File: src/rtl/button_conditioner.sv
`default_nettype none
// ============================================================================
// Module   : button_conditioner
// Purpose  : Three-button synchronizer, debouncer, press/long-press detector
// Revision : 1.0 - initial release
// ============================================================================
module button_conditioner #(
    parameter int DB_CYCLES = 500000,
    parameter int LP_CYCLES = 100000000
) (
    input  logic       clk,
    input  logic       rst,
    input  logic [2:0] btn,
    output logic [2:0] level,
    output logic [2:0] press,
    output logic [2:0] long_press,
    output logic       busy
);

    localparam int DB_W = (DB_CYCLES > 2) ? $clog2(DB_CYCLES) : 1;
    localparam int LP_W = (LP_CYCLES > 2) ? $clog2(LP_CYCLES) : 1;

    localparam logic [DB_W-1:0] c_DB_LAST  = DB_W'(DB_CYCLES - 1);
    localparam logic [LP_W-1:0] c_LP_FIRE  = LP_W'(LP_CYCLES - 2);
    localparam logic [LP_W-1:0] c_LP_LAST  = LP_W'(LP_CYCLES - 1);

    typedef enum logic [1:0] {
        ST_IDLE    = 2'd0,
        ST_PRESSED = 2'd1,
        ST_HELD    = 2'd2
    } state_t;

    logic [2:0] w_rise;
    logic [2:0] w_level_next;

    genvar gi;
    generate
        for (gi = 0; gi < 3; gi++) begin : g_bit
            logic            r_s1;
            logic            r_s2;
            logic            r_lvl;
            logic            r_lp;
            logic [DB_W-1:0] r_db_cnt;
            logic [LP_W-1:0] r_hold;
            state_t          r_state;
            logic            w_diff;
            logic            w_accept;
            logic            w_fall;

            assign w_diff            = r_s2 ^ r_lvl;
            assign w_accept          = w_diff && (r_db_cnt == c_DB_LAST);
            assign w_rise[gi]        = w_accept && r_s2;
            assign w_fall            = w_accept && !r_s2;
            assign w_level_next[gi]  = w_accept ? r_s2 : r_lvl;
            assign level[gi]         = r_lvl;
            assign long_press[gi]    = r_lp;

            always_ff @(posedge clk) begin
                if (rst) begin
                    r_s1     <= 1'b0;
                    r_s2     <= 1'b0;
                    r_lvl    <= 1'b0;
                    r_lp     <= 1'b0;
                    r_db_cnt <= '0;
                    r_hold   <= '0;
                    r_state  <= ST_IDLE;
                end else begin
                    r_s1 <= btn[gi];
                    r_s2 <= r_s1;

                    // The counter only ever reaches DB-1, where the level is accepted.
                    if (!w_diff) begin
                        r_db_cnt <= '0;
                    end else if (w_accept) begin
                        r_lvl    <= r_s2;
                        r_db_cnt <= '0;
                    end else begin
                        r_db_cnt <= r_db_cnt + DB_W'(1);
                    end

                    r_lp <= 1'b0;
                    case (r_state)
                        ST_IDLE: begin
                            r_hold <= '0;
                            if (w_rise[gi]) begin
                                r_state <= ST_PRESSED;
                            end
                        end
                        ST_PRESSED: begin
                            if (w_fall) begin
                                r_state <= ST_IDLE;
                                r_hold  <= '0;
                            end else if (r_hold == c_LP_FIRE) begin
                                // Hold reaches LP-1 on this edge: fire and park saturated.
                                r_lp    <= 1'b1;
                                r_hold  <= c_LP_LAST;
                                r_state <= ST_HELD;
                            end else begin
                                r_hold <= r_hold + LP_W'(1);
                            end
                        end
                        ST_HELD: begin
                            if (w_fall) begin
                                r_state <= ST_IDLE;
                                r_hold  <= '0;
                            end
                        end
                        default: begin
                            r_state <= ST_IDLE;
                            r_hold  <= '0;
                        end
                    endcase
                end
            end
        end
    endgenerate

    // Simultaneous requests: highest index wins, the rest are discarded.
    always_ff @(posedge clk) begin
        if (rst) begin
            press <= 3'b000;
            busy  <= 1'b0;
        end else begin
            if (w_rise[2]) begin
                press <= 3'b100;
            end else if (w_rise[1]) begin
                press <= 3'b010;
            end else if (w_rise[0]) begin
                press <= 3'b001;
            end else begin
                press <= 3'b000;
            end
            busy <= |w_level_next;
        end
    end

endmodule
`default_nettype wire

File: config.mk
export PLATFORM = sky130hd
export DESIGN_NAME = button_conditioner
export DESIGN_NICKNAME = d
export VERILOG_FILES = /design/src/rtl/button_conditioner.sv
export SDC_FILE = /design/constraint.sdc
export NUM_CORES = 1
export LEC_CHECK = 0
export CAP_MARGIN = 20
export CORE_MARGIN = 2
export CORE_UTILIZATION = 55
export CTS_CLUSTER_DIAMETER = 30
export DETAILED_ROUTE_END_ITERATION = 6
export GPL_ROUTABILITY_DRIVEN = 0
export HOLD_SLACK_MARGIN = 0.02
export PLACE_DENSITY = 0.74
export SYNTH_ARGS = -nofsm -noshare
export SYNTH_HDL_FRONTEND = slang
export SYNTH_SLANG_ARGS = --single-unit
File: constraint.sdc
create_clock -name clk -period 5.8 [get_ports clk]
set_clock_uncertainty 0.2 [all_clocks]
set_input_delay 1.45 -clock clk [delete_from_list [all_inputs] [get_ports clk]]
set_output_delay 1.45 -clock clk [all_outputs]
set_load 0.005 [all_outputs]
==> results.md <==
- Status: finished, final reports clean
- Setup WS post-layout: 2.31 ns
- Max-cap viol count: 0
- Sequential area share after synthesis: 0.397
- CP endpoint kind: flip-flop
- Crit path kind: input pin to flip-flop
- Initial Util: 0.560
- Syn_nets: 1020
- Ys flop type: dfxtp_1
- Worst Hold Endpoint: g_bit[2].r_s2
- Avg Cell Area, Syn: 8.03 µm²
- Final setup violation count: 0
- CP required: 5.94 ns
- Pre-CTS WS: 1.91 ns
- Fmax: 286 MHz
- Most frequent cells in the layout: 160 x dfxtp_1, 101 x nor2_1, 87 x nand2_1, 86 x a21oi_1, 70 x o21ai_0
- Unrepaired setup endpoints after global routing: false
- First-pass GRT wire length: 31200 µm
- Vias/cell: 6.14
- CP max stage cell: clkdlybuf4s50_1
- Htree depth: 4
- Post-synthesis compound-gate area fraction: 0.191
- Leak: 2.69 nW
- Area growth syn-to-layout: 10.0%
- DR DRC count: 0
- Post-synthesis mux area share: 0.00496
- CP Buf/Inv Count: 2
- Layout cells sized above 1: 0.0553
- Resized Gates After CTS: 0
- Sink Count: 160
- Pwr Density: 251 nW/µm²
- Synthesized area: 8080 µm²
- Final Max Slew Viols: 0
- FF-to-FF Start: g_bit[1].r_hold[0]
- Fin Setup TNS: 0 ns
- Worst Reg-to-Reg Cells: 6
- Mapped Cells: 1006
- Worst flop-to-flop path endpoint: g_bit[1].r_hold[26]
- Root Driver: clkbuf_16
- Top cells by area, synth: dfxtp_1 40%, a21oi_1 5.3%, nor2_1 4.7%
- Initial DRT Pass Iterations: 5
- Clk_lat worst skew: 0.44 ns
- Diode count: 0
- Fin crit period: 3.49 ns
- GRT Residual Overflow: 0
- Via count: 7352
- Post-synth EDFFs: 0
- Relative slew slack: 0.284
- Largest net degree at the start of global routing: 23
- Hpwl dp: 12300 µm
- Commonest non-fill, non-tap cell in the layout: dfxtp_1
- CTS Buffer Depth: 2
- TritonCTS Buffers: 17
- Antenna-violating nets left: 0
- Vias in the first global route: 6710
- Rows: 44
- Reg clk slew, reported paths: 0.07 ns
- PortBufs: 14
- Initial antenna violation count: 0
- Min-delay src: g_bit[2].r_s1
- Post-Synth XOR/XNOR Area: 0.0553
- Area share of the largest cell type after synthesis: 0.397
- Total number of yosys warnings: 0
- Post-CTS Setup Inserts: 0
- CP startpoint kind: input pin
- CTS tree: built
- VDD IR max: 0.000265 V
- Synth Area in Simple Gates: 0.304
- Area leader, netlist: dfxtp_1
- Core area: 14400 µm²
- Flop2flop setup slack: 2.90 ns
- Final hold vios: 0
- Crit Path Max Fanout: 22
- Initial drt markers: 664
- CP Cell Sequence: clkdlybuf4s50_1 > buf_4 > a21oi_1 > nand2_1 > nor4_1
- Die height: 125 µm
- Post-synth ARST share: 0
- Largest family of logic cells by synthesized area: simple AND/OR/NAND/NOR gates
- Total track usage: 0.239
- DIE AREA: 15700 µm²
- Fin nets: 1015
- Slowest stage delay, CP: 0.58 ns
- Hold-fix buffers at CTS: 0
- Top delay family on crit path: buffers and inverters
- Synthesized flop and latch total: 160
- WL final: 18500 µm
- Adder-cell share of the synthesized area: 0.0139
- Worst Tran Pin Value: 1.07 ns
- Fin crit share: 0.603
- Hold WC Path Type: flip-flop to flip-flop
- Hold path depth: 1
- WP data arrival: 3.64 ns
- Wirelength per Cell: 15.4 µm
- I/O pin cnt: 15
- Count of cell types in the netlist: 64
- Chip width: 125 µm
-- worst reg2reg max path: cells and delay by family, from the launching register on --
family                     cells  cell delay (ns)
AOI/OAI and AO/OA              2             0.49
adders and majority gates      1             0.24
DFF                            1             0.43
and+or+nand+nor                3             1.44
-- kinds of logic after synthesis --
| family | count (synthesis) |
|---|---|
| adders and majority gates | 9 |
| muxes | 4 |
| buffers and inverters | 68 |
| and+or+nand+nor | 458 |
| AOI/OAI and AO/OA | 256 |
| xor gates and xnor gates | 51 |
| DFF | 160 |
-- sequential cells by signal, indices dropped and copies added, names as in the netlist --
register,cells
g_bit.r_db_cnt,57
g_bit.r_s2,3
g_bit.r_s1,3
g_bit.r_lvl,3
g_bit.r_lp,3
press,3
g_bit.r_hold,81
g_bit.r_state,6
busy,1
-- through the flow --
stage	instances	area, µm²	hold WS, ns	power, W	utilization
2_1_floorplan	1006	8080	0.214	0.00114	-
3_3_place_gp	1166	8310	0.217	0.00115	0.576
3_5_place_dp	1166	8310	0.222	0.00115	0.576
4_1_cts	1197	8890	0.237	0.00225	0.616
5_1_grt	1197	8890	0.259	0.00230	0.616
6_report	1197	8890	0.234	0.00223	0.616
-- layer usage --
layer	vias to the layer above	routed length (µm)	track usage
li1	3676	-	-
met1	3475	8550	0.309
met2	165	8640	0.387
met3	36	855	0.0561
met4	0	427	0.0948
met5	-	0	0
-- Yosys cell counts, drive strengths merged, types with 7 or more instances --
cell type,instances
nand3,56
buf,10
nor4,23
and4,7
inv,23
o21a,7
or3,21
nor3,31
nand4,30
ha,9
o21ai,76
xor2,24
xnor2,27
clkbuf,35
and3,21
a31oi,15
nor2b,18
a41oi,8
or4,18
a21o,9
nand2,87
o211ai,8
dfxtp,160
a21oi,87
o31a,10
nor2,101
nand2b,12
o31ai,15
-- area by class of cell --
type | count | area, µm²
fillers | 1293 | 5540
multi-input cells | 778 | 4600
flip-flops and latches | 160 | 3200
clock buffers | 18 | 439
well taps | 184 | 230
repair buffers | 21 | 193
clock inverters | 13 | 139
inverters | 23 | 86.3
-- worst max-delay path by stage --
stage | startpoint | to | slack [ns] | depth (start not counted)
2_1_floorplan | rst | g_bit[0].r_lp | 3.01 | 4
3_3_place_gp | rst | g_bit[0].r_lp | 1.93 | 5
3_5_place_dp | rst | g_bit[0].r_lp | 1.91 | 5
4_1_cts | rst | g_bit[0].r_lp | 2.35 | 5
5_1_grt | rst | g_bit[0].r_lp | 2.07 | 5
6_report | rst | g_bit[0].r_lp | 2.31 | 5
-- report_power, final --
part | internal (W) | total [W] | switching, W
combinational | 0.00000708 | 0.0000225 | 0.0000154
sequential | 0.00110 | 0.00110 | 0.00000132
clock | 0.000642 | 0.00111 | 0.000466
No activity file was read; power rests on OpenSTA's default activity.
